### config.mk
export PLATFORM = sky130hd
export DESIGN_NAME = fir_y_sink_flat
export DESIGN_NICKNAME = d
export VERILOG_FILES = /design/src/rtl/fir_y_sink_if.sv /design/src/rtl/fir_y_sink.sv /design/src/flat_wrapper.sv
export SDC_FILE = /design/constraint.sdc
export NUM_CORES = 1
export LEC_CHECK = 0
export ABC_CLOCK_PERIOD_IN_PS = 3800
export CAP_MARGIN = 0
export CORE_MARGIN = 2
export CORE_UTILIZATION = 35
export CTS_BUF_LIST = sky130_fd_sc_hd__clkbuf_16
export CTS_CLUSTER_SIZE = 40
export DETAILED_ROUTE_END_ITERATION = 10
export GPL_TIMING_DRIVEN = 0
export SLEW_MARGIN = 0
export SYNTH_ARGS = -nofsm -noshare
export SYNTH_HDL_FRONTEND = slang
export SYNTH_SLANG_ARGS = --single-unit
### constraint.sdc
create_clock -name clk -period 3.8 [get_ports clk]
set_clock_uncertainty 0.05 [all_clocks]
set_input_delay 0.76 -clock clk [delete_from_list [all_inputs] [get_ports clk]]
set_output_delay 0.76 -clock clk [all_outputs]
set_load 0.02 [all_outputs]
### src/rtl/fir_y_sink_if.sv
// rtl/fir_y_sink_if.sv - stream and flag signals between fir_16tap output and downstream logic
interface fir_y_sink_if #(
    parameter int IN_W  = 34,
    parameter int OUT_W = 16
);
    logic             y_valid;
    logic [IN_W-1:0]  y;
    logic             out_valid;
    logic             out_ready;
    logic [OUT_W-1:0] out_data;
    logic             out_sat;
    logic             settled;
    logic             overflow;
    logic             clear_flags;

    modport slave (
        input  y_valid, y, out_ready, clear_flags,
        output out_valid, out_data, out_sat, settled, overflow
    );

    modport master (
        output y_valid, y, out_ready, clear_flags,
        input  out_valid, out_data, out_sat, settled, overflow
    );
endinterface

### src/rtl/fir_y_sink.sv
// rtl/fir_y_sink.sv - round/saturate filter output, buffer in a show-ahead FIFO, flag settling and drops
module fir_y_sink #(
    parameter int IN_W       = 34,
    parameter int OUT_W      = 16,
    parameter int SHIFT      = 15,
    parameter int DEPTH      = 4,
    parameter int SETTLE_CNT = 16
) (
    input logic          clk,
    input logic          reset,
    fir_y_sink_if.slave  bus
);
    localparam int AW = $clog2(DEPTH);
    localparam int CW = $clog2(SETTLE_CNT);
    localparam logic signed [IN_W:0] RND  = (IN_W+1)'(1) << (SHIFT-1);
    localparam logic signed [IN_W:0] MAXV = {{(IN_W-OUT_W+2){1'b0}}, {(OUT_W-1){1'b1}}};
    localparam logic signed [IN_W:0] MINV = {{(IN_W-OUT_W+2){1'b1}}, {(OUT_W-1){1'b0}}};

    logic signed [IN_W:0] y_ext;
    logic signed [IN_W:0] r;
    logic [OUT_W-1:0]     rnd_data;
    logic                 rnd_sat;

    logic             s1_valid;
    logic [OUT_W-1:0] s1_data;
    logic             s1_sat;

    logic [OUT_W:0]   mem [DEPTH];
    logic [AW-1:0]    wr_ptr, rd_ptr;
    logic [AW:0]      count;
    logic             full, push, pop, drop;

    logic [OUT_W-1:0] prev;
    logic             prev_vld;
    logic [CW-1:0]    cnt;

    // Sign-extend by one bit so adding the half-LSB cannot wrap at the positive limit.
    assign y_ext = {bus.y[IN_W-1], bus.y};
    assign r     = (y_ext + RND) >>> SHIFT;

    always_comb begin
        rnd_data = r[OUT_W-1:0];
        rnd_sat  = 1'b0;
        if (r > MAXV) begin
            rnd_data = MAXV[OUT_W-1:0];
            rnd_sat  = 1'b1;
        end else if (r < MINV) begin
            rnd_data = MINV[OUT_W-1:0];
            rnd_sat  = 1'b1;
        end
    end

    always_ff @(posedge clk or posedge reset) begin
        if (reset) begin
            s1_valid <= 1'b0;
            s1_data  <= '0;
            s1_sat   <= 1'b0;
        end else begin
            s1_valid <= bus.y_valid;
            if (bus.y_valid) begin
                s1_data <= rnd_data;
                s1_sat  <= rnd_sat;
            end
        end
    end

    assign full          = (count == (AW+1)'(DEPTH));
    assign bus.out_valid = (count != '0);
    assign pop           = bus.out_valid & bus.out_ready;
    assign push          = s1_valid & (~full | pop);
    assign drop          = s1_valid & full & ~pop;
    assign {bus.out_sat, bus.out_data} = mem[rd_ptr];

    // RAM is reset so the head reads as zero rather than X while empty.
    always_ff @(posedge clk or posedge reset) begin
        if (reset) begin
            for (int i = 0; i < DEPTH; i++) mem[i] <= '0;
            wr_ptr <= '0;
            rd_ptr <= '0;
            count  <= '0;
        end else begin
            if (push) begin
                mem[wr_ptr] <= {s1_sat, s1_data};
                wr_ptr      <= wr_ptr + 1'b1;
            end
            if (pop) rd_ptr <= rd_ptr + 1'b1;
            case ({push, pop})
                2'b10:   count <= count + 1'b1;
                2'b01:   count <= count - 1'b1;
                default: count <= count;
            endcase
        end
    end

    // Settling looks at every stage-1 word, including ones the FIFO drops.
    always_ff @(posedge clk or posedge reset) begin
        if (reset) begin
            prev     <= '0;
            prev_vld <= 1'b0;
            cnt      <= '0;
        end else if (bus.clear_flags) begin
            prev_vld <= 1'b0;
            cnt      <= '0;
        end else if (s1_valid) begin
            prev     <= s1_data;
            prev_vld <= 1'b1;
            if (prev_vld && s1_data == prev) begin
                if (cnt != CW'(SETTLE_CNT-1)) cnt <= cnt + 1'b1;
            end else begin
                cnt <= '0;
            end
        end
    end

    assign bus.settled = (cnt == CW'(SETTLE_CNT-1));

    always_ff @(posedge clk or posedge reset) begin
        if (reset) bus.overflow <= 1'b0;
        else       bus.overflow <= (bus.overflow & ~bus.clear_flags) | drop;
    end
endmodule

### src/flat_wrapper.sv
// flat-port wrapper written by rule: the top's interface ports become plain ports
module fir_y_sink_flat 
#(
    parameter int IN_W       = 34,
    parameter int OUT_W      = 16,
    parameter int SHIFT      = 15,
    parameter int DEPTH      = 4,
    parameter int SETTLE_CNT = 16
)
  (clk, reset, bus_y_valid, bus_y, bus_out_ready, bus_clear_flags, bus_out_valid, bus_out_data, bus_out_sat, bus_settled, bus_overflow);
  fir_y_sink_if #(.IN_W(IN_W), .OUT_W(OUT_W)) bus_i ();
  input logic clk;
  input logic reset;
  input wire logic [$bits(bus_i.y_valid)-1:0] bus_y_valid;
  input wire logic [$bits(bus_i.y)-1:0] bus_y;
  input wire logic [$bits(bus_i.out_ready)-1:0] bus_out_ready;
  input wire logic [$bits(bus_i.clear_flags)-1:0] bus_clear_flags;
  output wire logic [$bits(bus_i.out_valid)-1:0] bus_out_valid;
  output wire logic [$bits(bus_i.out_data)-1:0] bus_out_data;
  output wire logic [$bits(bus_i.out_sat)-1:0] bus_out_sat;
  output wire logic [$bits(bus_i.settled)-1:0] bus_settled;
  output wire logic [$bits(bus_i.overflow)-1:0] bus_overflow;
  assign bus_i.y_valid = bus_y_valid;
  assign bus_i.y = bus_y;
  assign bus_i.out_ready = bus_out_ready;
  assign bus_i.clear_flags = bus_clear_flags;
  assign bus_out_valid = bus_i.out_valid;
  assign bus_out_data = bus_i.out_data;
  assign bus_out_sat = bus_i.out_sat;
  assign bus_settled = bus_i.settled;
  assign bus_overflow = bus_i.overflow;
  fir_y_sink #(.IN_W(IN_W), .OUT_W(OUT_W), .SHIFT(SHIFT), .DEPTH(DEPTH), .SETTLE_CNT(SETTLE_CNT)) u_core (.clk(clk), .reset(reset), .bus(bus_i));
endmodule
## Yosys cells after proc, flatten, opt, wreduce, memory -nomap -nowiden

Cells that the tools add are included.

| word-level totals | value |
|---|---|
| bits in registers | 115 |
| output and inout port bits | 20 |

| operators by class | value |
|---|---|
| add/subtract/negate cells | 6 |
| magnitude comparators | 5 |
| equality and inequality tests | 7 |
| muxes and demuxes | 17 |
| bitwise logic cells | 12 |
| reduce and logical (&&, ||, !) cells | 7 |

Operators with widths:

| cell | number |
|---|---|
| $bwmux W68 | 1 |
| $mux W17 | 3 |
| $add A34 B16 Y35 const B | 1 |
| $bmux W17 S2 | 1 |
| $demux W17 S2 | 1 |
| $mux W16 | 2 |
| $gt A20 B16 Y1 const B | 1 |
| $lt A20 B16 Y1 const B | 1 |
| $eq A16 B16 Y1 | 1 |
| $mux W4 | 4 |
| $ge A3 B3 Y1 const B | 2 |
| $not A2 Y3 | 2 |
| $pmux W3 S2 | 1 |
| $and A1 B1 Y1 | 5 |
| $add A2 B1 Y2 const B | 2 |
| $add A4 B1 Y4 const B | 1 |
| $eq A4 B4 Y1 const B | 1 |
| $mux W1 | 4 |
| $ne A4 B4 Y1 const B | 1 |
| $reduce_and A2 Y1 | 2 |
| $reduce_bool A2 Y1 | 2 |
| $add A3 B1 Y3 const B | 1 |
| $eq A3 B3 Y1 const B | 1 |
| $lt A3 B1 Y1 const B | 1 |
| 8 further kinds | 12 |

## Logic depth before layout (Yosys ltp)

| depth | value |
|---|---|
| depth in word-level cells | 6 |
| depth in mapped cells | 10 |
| depth with buffers taken out | 9 |

## Least setup slack after synthesis

Ideal clock, no wire load.

| timing | value |
|---|---|
| kind | register -> output |
| start | register u_core.rd_ptr[0] |
| end | output port bus_out_data[10] |
| arrival | 1.982 ns |
| required time | 2.990 ns |
| slack | 1.008 ns |
| stages on the path, launching flop included | 4 |
| path buffers | 2 |
| cells stage by stage | dfrtp_1 -> clkbuf_1 -> clkbuf_1 -> mux4_2 |

| on the way | value |
|---|---|
| longest elaborated chain between the ends | 4 |

RTL lines:

| element | RTL line | source |
|---|---|---|
| start: declaration | fir_y_sink.sv:29 | `logic [AW-1:0] wr_ptr, rd_ptr;` |
| start signal: assignment | fir_y_sink.sv:86 | `if (pop) rd_ptr <= rd_ptr + 1'b1;` |
| $not A2 Y3 (not written as such) | fir_y_sink.sv:72 | `assign {bus.out_sat, bus.out_data} = mem[rd_ptr];` |
| $bmux W17 S2 | fir_y_sink.sv:72 |  |
| $mux W17 (not written as such) (2 in a row) | fir_y_sink.sv:72 |  |
| end: declaration | flat_wrapper.sv:19 | `output wire logic [$bits(bus_i.out_data)-1:0] bus_out_data;` |

No other way between the ends. The select of a mux whose other input is x is not followed.

## Worst setup path after layout

| timing | value |
|---|---|
| start | register u_core.rd_ptr[1] |
| end | output port bus_out_data[7] |

Same word-level chain as after synthesis.

==> metrics.md <==
| Metric | Value |
|---|---|
| Diode count | 0 |
| Pin count of the biggest net entering global routing | 44 |
| Initial Util | 36.04% |
| RSZ-0062 raised after global routing | false |
| Max stage delay on crit path | between 500 and 600 ps |
| Clk_lat worst skew | 410 ps |
| Cells after Synth | 463 |
| Slew Limit Fails | 0 |
| Largest area contributor in the netlist | dfrtp_1 |
| Setup TNS | 0 ps |
| Pint | 3.865 mW |
| Max H-tree Level | 4 |
| CTS tree | done |
| Clock-pin slew on the worst setup and hold paths | approximately 50 ps |
| DRT Pass-1 Iters | 4 |
| Worst flop-to-flop path startpoint | u_core.count[0] |
| Vias per cell | 5.052 |
| Post-synth EDFFs | 0 |
| WP data required | 2990 ps |
| Net Count, Synth | 510 |
| Combinational power share | around a third |
| Crit path launch | u_core.rd_ptr[1] |
| GRT Residual Overflow | 0 |
| Setup CP Type | reg2out |
| VDD IR max | slightly below 300 µV |
| Hold Fails Final Rpt | 0 |
| Core Region | between 15000 and 20000 µm² |
| FF+latch count, synth | 115 |
| Startpoint Class | register |
| Avg Synthesized Cell Area | between 10 and 15 µm² |
| CP Max Fanout | 10 |
| Antenna viol nets, final | 0 |
| Arrival @ worst endpoint | approximately 2700 ps |
| PortBufs | 44 |
| Pleak | ~2.9 nW |
| Post-Syn Area | roughly 5500 µm² |
| Drt wl/cell | 16.34 µm |
| CTS Buf Count | 17 |
| Root Driver | clkbuf_16 |
| YS warnings | 0 |
| P per Cell Area | 814.1 nW/µm² |
| Die H | between 100 and 150 µm |
| Sequential power share | 35.1% |
| Worst-Margin Slew | between 800 and 900 ps |
| Max-slew headroom | 40.33% |
| Cts hold-fix bufs | 0 |
| First DRT Iteration DRCs | 180 |
| CP endpoint kind | output pin |
| Tightest Hold Check Type | reg2reg |
| Status | finished, final reports clean |
| R2R setup slack | roughly 1200 ps |
| Post-synth ARST share | 100.0% |
| First-pass GRT wire length | about 20000 µm |
| Unique masters post-synth | 47 |
| Min Tclk post-route | 3501 ps |
| Post-Route WL | around 12000 µm |
| Slowest-stage cell, CP | clkbuf_1 |
| Clk pwr share | a little over 30% |
| Initial antenna violation count | 0 |
| Worst Setup EP | bus_out_data[7] |
| Worst R2R End | u_core.mem[25] |
| Via count | ~3800 |
| Top achievable clock speed | 285.6 MHz |
| Share of cells above drive strength 1 | about a fifth |
| DIE AREA | ~17000 µm² |
| Most frequent cells in the layout | dfrtp_1, nand2_1, mux2_2, clkdlybuf4s50_1, o21ai_0 |
| GRT Util Overall | between 15 and 20% |
| Synth top area cells | dfrtp_1, mux2_2, mux4_2, nand2_1, o21ai_0 |
| Drc violations | 0 |
| Row cnt | 45 |
| MaxCap Viol Count | 0 |
| R2R depth | 6 |
| Dpl hpwl | a little under 9000 µm |
| Die W | ~130 µm |
| I/O pin cnt | between 50 and 60 |
| Nets | around 570 |
| Psw | 1.758 mW |
| Hold path startpoint | u_core.mem[11] |
| Smallest hold slack | 429.9 ps |
| Post-synth top area share | around 52% |
| CP cell instances | clkbuf_1 > clkbuf_2 > mux4_2 > clkdlybuf4s50_1 |
| Commonest non-fill, non-tap cell in the layout | dfrtp_1 |
| CTS Sinks | between 100 and 150 |
| Gpl congestion | ~0.85 |
| Final setup fails | 0 |
| Fin crit share | 92.13% |
| Fillers | roughly 1400 |
| Vias in the first global route | just under 4000 |
| Seq/Total Area, Yosys | a little over half |
| Top_reg_cell synth | dfrtp_1 |
| Synth-to-layout area growth | 25.14% |
| Switching Share | between 30 and 40% |
| CTS max path bufs | 2 |
[kinds of logic after synthesis]
family                   synth area share, %
AO/OA/AOI/OAI                          8.524
XOR/XNOR                               6.189
AND/OR/NAND/NOR                        10.95
buffers and inverters                  3.129
multiplexers                           17.12
flip-flops                             52.14
adder cells (fa/ha/maj)                1.950
[metal layers]
layer | up-vias | GRT usage [%] | wire length (µm)
li1 | 1792 | - | -
met4 | 0 | 4.364 | 149
met1 | 1903 | 21.29 | 5803
met3 | 14 | 3.881 | 441
met2 | 85 | 25.78 | 5876
met5 | - | 0 | 0
[worst min-delay path by stage]
stage | to | cells after the start
2_1_floorplan | u_core.mem[17] | 2
3_3_place_gp | u_core.mem[45] | 2
3_5_place_dp | u_core.mem[7] | 2
4_1_cts | u_core.mem[7] | 2
5_1_grt | u_core.mem[51] | 2
6_report | u_core.mem[11] | 2
[flip-flops by register name, indices dropped and copies added (netlist names)]
name	count
u_core.s1_valid	1
u_core.prev_vld	1
u_core.s1_data	16
u_core.count	3
u_core.rd_ptr	2
u_core.bus.overflow	1
u_core.s1_sat	1
u_core.prev	16
u_core.cnt	4
u_core.wr_ptr	2
u_core.mem	68
[power by group through the flow]
stage	clock (mW)	sequential, mW	combinational, mW
floorplan	0	1.87	1.34
global placement	0	1.92	1.96
detailed placement	0	1.95	2.01
CTS	1.73	1.97	1.98
global route	1.79	2.03	2.12
finish	1.71	1.97	1.95
[cell usage after synthesis (all sizes together) (2+ instances only)]
cell type,count
xor2,17
nand2,73
clkbuf,19
nor3,5
nand4,9
xnor2,22
o311ai,10
mux4,17
mux2,49
and4,3
nor4,5
or4,2
nand3,8
dfrtp,115
nand2b,3
a211oi,2
nor2,9
o221ai,7
inv,19
a21oi,4
ha,7
o21ai,40
buf,3
[metrics by stage]
step,setup slack [ps],instance area [µm²],util [%],instances,power (mW)
5_1_grt,204.7,6907,45.10,751,5.948
3_3_place_gp,-45.83,6227,40.66,718,3.875
4_1_cts,34.24,6904,45.08,751,5.683
6_report,299.0,6907,45.10,751,5.623
3_5_place_dp,-81.74,6267,40.92,720,3.967
2_1_floorplan,1008,5523,-,463,3.211
[repair_timing]
item                                    CTS  global route
resized for setup                         1             3
endpoints found under the setup margin    8             9
buffers inserted                          0             0
[area by class of cell]
class / count / area (µm²) / area share (%)
clock inverter: 15 / 214.0 / 3.098
buffer: 21 / 100.1 / 1.449
inverter: 19 / 75.07 / 1.087
tap: 211 / 264.0 / 3.822
timing repair buffer: 46 / 480.5 / 6.957
sequential: 115 / 2879 / 41.68
multi-input combinational: 307 / 2469 / 35.74
clock buffer: 17 / 425.4 / 6.159
[worst max-delay path: cells and delay by family, from the launching register on]
family	cells	cell delay, ps
buffers and inverters	3	1570
DFF	1	320
muxes	1	390
Power figures use the tool's default switching activity.
